### config.mk
export PLATFORM = sky130hd
export DESIGN_NAME = wb_bus_arbiter
export DESIGN_NICKNAME = d
export VERILOG_FILES = /design/src/rtl/wb_bus_arbiter.sv
export SDC_FILE = /design/constraint.sdc
export NUM_CORES = 1
export LEC_CHECK = 0
export CAP_MARGIN = 25
export CORE_AREA = 2 2 109 111
export CTS_BUF_LIST = sky130_fd_sc_hd__clkbuf_4
export CTS_CLUSTER_DIAMETER = 40
export DETAILED_ROUTE_END_ITERATION = 16
export DIE_AREA = 0 0 111 113
export PLACE_DENSITY = 0.65
export SYNTH_ARGS = -nofsm -noshare
export SYNTH_HDL_FRONTEND = slang
export SYNTH_SLANG_ARGS = --single-unit
export TNS_END_PERCENT = 1
### constraint.sdc
create_clock -name clk_i -period 3.46 [get_ports clk_i]
set_input_delay 1.038 -clock clk_i [delete_from_list [all_inputs] [get_ports clk_i]]
set_output_delay 1.038 -clock clk_i [all_outputs]
set_load 0.02 [all_outputs]
### src/rtl/wb_bus_arbiter.sv
// Two-master (fetch I / data D) to one-slave classic Wishbone arbiter with cycle-long grant
// locking, fixed-priority or round-robin tie break, and a strobe watchdog that errors out hung cycles.
module wb_bus_arbiter #(
  parameter bit ROUND_ROBIN = 1'b0,
  parameter int TIMEOUT     = 255,
  parameter int TO_W        = 8
) (
  input  logic        clk_i,
  input  logic        rst_i,
  input  logic        iwbs_cyc_i,
  input  logic        iwbs_stb_i,
  input  logic [31:0] iwbs_addr_i,
  output logic        iwbs_ack_o,
  output logic        iwbs_err_o,
  output logic [31:0] iwbs_dat_o,
  input  logic        dwbs_cyc_i,
  input  logic        dwbs_stb_i,
  input  logic        dwbs_we_i,
  input  logic [3:0]  dwbs_sel_i,
  input  logic [31:0] dwbs_addr_i,
  input  logic [31:0] dwbs_dat_i,
  output logic        dwbs_ack_o,
  output logic        dwbs_err_o,
  output logic [31:0] dwbs_dat_o,
  output logic        wbm_cyc_o,
  output logic        wbm_stb_o,
  output logic        wbm_we_o,
  output logic [3:0]  wbm_sel_o,
  output logic [31:0] wbm_addr_o,
  output logic [31:0] wbm_dat_o,
  input  logic        wbm_ack_i,
  input  logic        wbm_err_i,
  input  logic [31:0] wbm_dat_i,
  output logic [1:0]  grant_o,
  output logic        timeout_o
);

  typedef enum logic [1:0] {IDLE = 2'd0, GNT_I = 2'd1, GNT_D = 2'd2} state_t;

  localparam logic [TO_W-1:0] TO_LAST = TO_W'((TIMEOUT == 0) ? 0 : TIMEOUT - 1);

  state_t          r_state, w_next;
  logic            r_abort, w_abort_nxt;
  logic [TO_W-1:0] r_cnt, w_cnt_nxt;
  logic            r_last, w_last_nxt;   // 0 = I was granted last, 1 = D

  logic w_gnt_i, w_gnt_d, w_granted;
  logic w_cyc_x, w_stb_x, w_pending, w_fire, w_release;

  assign w_gnt_i   = (r_state == GNT_I);
  assign w_gnt_d   = (r_state == GNT_D);
  assign w_granted = w_gnt_i | w_gnt_d;
  assign w_cyc_x   = (w_gnt_i & iwbs_cyc_i) | (w_gnt_d & dwbs_cyc_i);
  assign w_stb_x   = (w_gnt_i & iwbs_stb_i) | (w_gnt_d & dwbs_stb_i);
  assign w_pending = w_cyc_x & w_stb_x & ~wbm_ack_i & ~wbm_err_i & ~r_abort;
  assign w_fire    = (TIMEOUT != 0) && w_pending && (r_cnt == TO_LAST);
  assign w_release = w_granted & ~w_cyc_x;

  always_comb begin
    w_next     = r_state;
    w_last_nxt = r_last;
    case (r_state)
      IDLE: begin
        if (iwbs_cyc_i && dwbs_cyc_i)
          w_next = (!ROUND_ROBIN || !r_last) ? GNT_D : GNT_I;
        else if (dwbs_cyc_i)
          w_next = GNT_D;
        else if (iwbs_cyc_i)
          w_next = GNT_I;
      end
      GNT_I: begin
        if (!iwbs_cyc_i) begin
          w_last_nxt = 1'b0;
          w_next     = dwbs_cyc_i ? GNT_D : IDLE;
        end
      end
      GNT_D: begin
        if (!dwbs_cyc_i) begin
          w_last_nxt = 1'b1;
          w_next     = iwbs_cyc_i ? GNT_I : IDLE;
        end
      end
      default: w_next = IDLE;
    endcase
  end

  // Counter restarts whenever a new grant is entered, including a direct I<->D handover
  always_comb begin
    w_cnt_nxt = r_cnt;
    if (TIMEOUT == 0)
      w_cnt_nxt = '0;
    else if ((w_next != r_state) && (w_next != IDLE))
      w_cnt_nxt = '0;
    else if (w_granted && (wbm_ack_i || wbm_err_i))
      w_cnt_nxt = '0;
    else if (w_pending)
      w_cnt_nxt = r_cnt + TO_W'(1);
  end

  always_comb begin
    w_abort_nxt = r_abort;
    if (w_release)
      w_abort_nxt = 1'b0;
    else if (w_fire)
      w_abort_nxt = 1'b1;
  end

  always_ff @(posedge clk_i or negedge rst_i) begin
    if (!rst_i) begin
      r_state <= IDLE;
      r_abort <= 1'b0;
      r_cnt   <= '0;
      r_last  <= 1'b0;
    end else begin
      r_state <= w_next;
      r_abort <= w_abort_nxt;
      r_cnt   <= w_cnt_nxt;
      r_last  <= w_last_nxt;
    end
  end

  // After a watchdog abort the slave is cut off and any late response is swallowed
  assign wbm_cyc_o  = w_cyc_x & ~r_abort;
  assign wbm_stb_o  = w_stb_x & ~r_abort;
  assign wbm_we_o   = w_gnt_d & dwbs_we_i;
  assign wbm_sel_o  = w_gnt_d ? dwbs_sel_i : (w_gnt_i ? 4'hF : 4'h0);
  assign wbm_addr_o = w_gnt_d ? dwbs_addr_i : (w_gnt_i ? iwbs_addr_i : 32'h0);
  assign wbm_dat_o  = w_gnt_d ? dwbs_dat_i : 32'h0;

  assign iwbs_ack_o = w_gnt_i & ~r_abort & wbm_ack_i;
  assign iwbs_err_o = w_gnt_i & ((~r_abort & wbm_err_i) | w_fire);
  assign dwbs_ack_o = w_gnt_d & ~r_abort & wbm_ack_i;
  assign dwbs_err_o = w_gnt_d & ((~r_abort & wbm_err_i) | w_fire);
  assign iwbs_dat_o = w_granted ? wbm_dat_i : 32'h0;
  assign dwbs_dat_o = w_granted ? wbm_dat_i : 32'h0;

  assign grant_o   = {w_gnt_d, w_gnt_i};
  assign timeout_o = w_fire;

endmodule

==> Word level (Yosys, flattened, before mapping) <==
Cells that the tools add are included.
{ "word_totals": {"ff_bits": 11, "word_cells": 63} }
{ "classes": {"n_addsub": 1, "eq_ne": 4, "muxes": 19, "n_bitwise": 27, "n_reduce_logical": 9} }
{ "ops": {"columns": ["operator", "count"], "rows": [
  ["$mux 32", 4],
  ["$mux 8", 3],
  ["$and 1x1->1", 19],
  ["$mux 2", 6],
  ["$add 8x1->8 const B", 1],
  ["$eq 8x8->1 const B", 1],
  ["$mux 4", 2],
  ["$pmux 2 s3", 1],
  ["$logic_and 1x1->1", 4],
  ["$not 1->1", 4],
  ["$or 1x1->1", 4],
  ["$reduce_bool 2->1", 2],
  ["$mux 1", 3],
  ["$reduce_bool 3->1", 1],
  ["$eq 2x1->1 const B", 1],
  ["$eq 2x2->1 const B", 1],
  ["$logic_not 2->1", 1],
  ["$ne 2x2->1", 1],
  ["$logic_or 1x1->1", 1]
]} }

==> Logic depth before layout (Yosys ltp) <==
{ "depth": {"ltp_word": 10, "depth_mapped": 9, "depth_no_buf": 7} }

==> Worst setup path after synthesis <==
No wires, ideal clock.
{ "synth_path": {"path_kind": "input port to output port", "start": "in wbm_err_i", "end": "out dwbs_err_o", "arrival_ps": 2881, "required_time_ps": 2422, "setup_slack_ps": -459, "stages": 5, "path_buffers": 1, "cell_sequence": "or2_1 -> or4_1 -> buf_2 -> nor3_1 -> o21a_1"} }
{ "synth_via": {"elab_chain_len": 6, "word_cells_on_any_way": 7} }
{ "synth_lines": {"columns": ["element", "line_no", "rtl"], "rows": [
  ["start: declaration", "32", "input logic wbm_err_i,"],
  ["$not 1->1", "55", "assign w_pending = w_cyc_x & w_stb_x & ~wbm_ack_i & ~wbm_err_i & ~r_abort;"],
  ["$and 1x1->1 (2 in a row)", "55", null],
  ["$logic_and 1x1->1", "56", "assign w_fire = (TIMEOUT != 0) && w_pending && (r_cnt == TO_LAST);"],
  ["via timeout_o", "35", "output logic timeout_o"],
  ["$or 1x1->1", "133", "assign dwbs_err_o = w_gnt_d & ((~r_abort & wbm_err_i) | w_fire);"],
  ["$and 1x1->1", "133", null],
  ["end: declaration", "23", "output logic dwbs_err_o,"]
]} }
The timed path passes the listed nets, and every way through them passes these cells.

==> Worst setup path in the final report <==
{ "layout_path": {"start": "in wbm_ack_i", "end": "out iwbs_err_o"} }
{ "layout_via": {"elab_chain_len": 7} }
{ "layout_lines": {"columns": ["element", "line_no", "rtl"], "rows": [
  ["start: declaration", "31", "input logic wbm_ack_i,"],
  ["$not 1->1", "55", null],
  ["$and 1x1->1 (3 in a row)", "55", null],
  ["$logic_and 1x1->1", "56", null],
  ["$or 1x1->1", "131", "assign iwbs_err_o = w_gnt_i & ((~r_abort & wbm_err_i) | w_fire);"],
  ["$and 1x1->1", "131", null],
  ["end: declaration", "14", "output logic iwbs_err_o,"]
]} }
No other way between the ends.

==> impl_metrics.env <==
export IMPL_grtUsageMet1_pct=19.6
export IMPL_synth_ff_type="dfrtp_1"
export IMPL_yosysWarnings=0
export IMPL_status="complete, no violations"
export IMPL_hold_viol_final=0
export IMPL_final_setup_viol_count=0
export IMPL_core_region_area_um2=11300
export IMPL_busiest_layer="met2"
export IMPL_route_detailed_drc=0
export IMPL_path_delay_family="simple AND/OR/NAND/NOR gates"
export IMPL_wl_per_cell_um=16.7
export IMPL_finalCriticalPeriod_ns=3.40
export IMPL_crit_buf_inv=2
export IMPL_ctsHtreeMaxLevel=1
export IMPL_fin_skew_ns=0.00656
export IMPL_synth_edf_count=0
export IMPL_peakVddDrop_v=0.000483
export IMPL_reg2regPathDepth=8
export IMPL_path_clk_slew_ns=0.08
export IMPL_worst_r2r_setup_slack_ns=0.83
export IMPL_area_growth_syn_to_layout_pct=159
export IMPL_synth_seq_area_share_pct=14.7
export IMPL_drtPass1Iterations=4
export IMPL_globalRouteMet2Util_pct=28.8
export IMPL_cp_start_kind="primary input"
export IMPL_report_final_slew_viol_count=0
export IMPL_die_area_um2=12500
export IMPL_seqPwrFrac_pct=4.0
export IMPL_swShare_pct=50.7
export IMPL_switching_power_mw=1.95
export IMPL_crit_path_max_fanout=3
export IMPL_wl_um=10800
export IMPL_grt_use_total_pct=16.4
export IMPL_cts_root_buf="clkbuf_4"
export IMPL_syn_inst=250
export IMPL_power_frac_comb_pct=93.6
export IMPL_async_flop_share_pct=100
export IMPL_hold_class="register to register"
export IMPL_n_antenna_cell=0
export IMPL_design_area_um2=4830
export IMPL_cts_sinks=11
export IMPL_drtIter0Drc=130
export IMPL_hold_start="r_cnt[5]"
export IMPL_hpwlAfterDp_um=9030
export IMPL_die_h_um=113
export IMPL_placedCellCount=644
export IMPL_endpoint_kind="primary output"
export IMPL_fin_crit_sh_pct=98.2
export IMPL_fin_tns_setup_ns=0
export IMPL_grtUsageMet3_pct=5.03
export IMPL_cts_buffer_depth=2
export IMPL_cts_tree="yes"
export IMPL_worstPathArrival_ns=2.36
export IMPL_synth_seq_cells=11
export IMPL_synth_top_area_share_pct=22.1
export IMPL_critPathMostFrequentCell="buf_6"
export IMPL_syn_area_per_cell_um2=7.47
export IMPL_drv_cap=0
export IMPL_tightest_slew_ns=0.531
export IMPL_row_count=39
export IMPL_whs_path_depth=1
export IMPL_power_mw=3.86
export IMPL_nNetsFinal=657
export IMPL_fp_dieW_um=111
export IMPL_antenna_found_initial=0
export IMPL_power_leakage_nw=2.32
export IMPL_clockPowerShare_pct=2.4
export IMPL_pin_count=283
export IMPL_ant_nets=0
export IMPL_fmax_ghz=0.294
export IMPL_via_per_inst=4.35
export IMPL_most_common_layout_cells="clkdlybuf4s50_1 (241), and2_1 (66), a22o_1 (32)"
export IMPL_grt_pass1_vias=2882
export IMPL_start_util_pct=16.6
export IMPL_cp_num_cells=6
export IMPL_yosysUniqueCellTypes=39
export IMPL_max_slew_margin_rel_pct=64.5
export IMPL_finalNonFillerCells=650
export IMPL_place_congestion=0.878
export IMPL_grt_overflow=0
export IMPL_layout_commonest_cell="clkdlybuf4s50_1"
export IMPL_slowest_stage="or4_4"
export IMPL_rr_startpoint="r_state[0]"
export IMPL_p_int_mw=1.90
export IMPL_synth_area_um2=1870
export IMPL_p_per_area_nw_per_um2=799
export IMPL_grt_max_degree=36
export IMPL_grt_setup_unrepaired="yes"
export IMPL_synth_area_top_cells="and2_1 (22%), a22o_1 (15%), dfrtp_1 (15%), buf_4 (14%), ha_1 (5.4%)"
export IMPL_portBuffers=282
export IMPL_placed_area_um2=4710
export IMPL_synth_area_leader_cell="and2_1"
export IMPL_drive_gt1_share_pct=9.27
export IMPL_clk_latency_ns=0.28
export IMPL_numCtsBuffers=3
export IMPL_crit_type="primary input to primary output"
export IMPL_timing_rr_end="r_cnt[4]"
export IMPL_synth_nets=399
export IMPL_hold_path_end="r_cnt[5]"
export IMPL_whs_ns=0.491
export IMPL_max_stage_delay_ns=0.54
export IMPL_crit_chain="buf_6 > or2_1 > or4_4 > nor3_4 > o21a_2 > buf_6"
export IMPL_grt_pass1_wl_um=16300
export IMPL_dr_total_vias=2825
export IMPL_required_ns=2.42
export IMPL_cts_hold_buffers=0
[worst max-delay path by stage]
stage	start	end	slack (ns)
2_1_floorplan	wbm_err_i	dwbs_err_o	-0.001
3_3_place_gp	wbm_ack_i	iwbs_err_o	-0.83
3_5_place_dp	wbm_ack_i	iwbs_err_o	-0.86
4_1_cts	wbm_ack_i	iwbs_err_o	0.03
5_1_grt	r_state[1]	wbm_addr_o[10]	-0.01
6_report	wbm_ack_i	iwbs_err_o	0.06
[stage by stage]
stage | util (%) | setup slack (ns)
floorplan | - | -0.00129
finish | 42.8 | 0.0632
global route | 42.8 | -0.00963
detailed placement | 41.8 | -0.857
global placement | 41.8 | -0.827
CTS | 42.2 | 0.0275
[final cells by class]
cell class,count,area (µm²)
fillers,1113,6440
repair buffers,304,3060
multi-input cells,184,1270
flip-flops and latches,11,275
well taps,143,179
clock buffers,3,22.5
inverters,4,15.0
clock inverters,1,5.00
[registers in the layout, indices dropped and copies added, names as in the netlist]
name     count
r_abort      1
r_cnt        8
r_state      2
[Yosys cell counts, types with 2 or more instances]
cell,count
and2_1,66
buf_4,35
a22o_1,32
nand2_1,16
nor2_1,13
clkbuf_1,12
dfrtp_1,11
ha_1,8
nor3_1,6
inv_1,4
a21oi_1,3
a22oi_1,3
nand3_1,3
o21ai_0,3
xor2_1,3
a211oi_1,2
a31oi_1,2
and3_1,2
buf_1,2
nor2b_1,2
o21a_1,2
or2_2,2
or4_1,2
[per-layer routing]
metal  part of all wire, %  routed length, µm
met5                     0                  0
met1                    39               4260
met2                    48               5210
met3                    11               1220
met4                   1.4                156
[power groups by stage]
stage	logic [mW]	registers (mW)	clock network (mW)
after floorplan	2.03	0.161	0
after global placement	3.63	0.156	0
after detailed placement	3.64	0.158	0
after CTS	3.67	0.155	0.0986
after global routing	3.81	0.157	0.103
final	3.61	0.155	0.0938
[logic make-up after synthesis]
| kind of cell | Yosys count | share of synthesized area (%) |
|---|---|---|
| xor+xnor | 4 | 1.88 |
| simple gates | 118 | 35.8 |
| fa+ha+maj | 8 | 5.36 |
| compound gates | 54 | 24.0 |
| buf+inv | 55 | 18.2 |
| flops | 11 | 14.7 |
[worst reg2reg max path, cell delays in order, from the launching register on]
cell and delay [ns]:
dfrtp_1 0.42, inv_1 0.09, ha_1 0.21, buf_4 0.30, a22oi_1 0.14, o221a_2 0.30
or4_1 0.53, a41oi_2 0.39, nor3_1 0.12
[timing repair]
item | in CTS | in global routing
buffers inserted | 2 | 0
pin swaps | 5 | 1
endpoints found under the hold margin | 0 | 0
resized for setup | 34 | 29
endpoints found under the setup margin | 3 | 41
No activity file was read; power rests on OpenSTA's default activity.
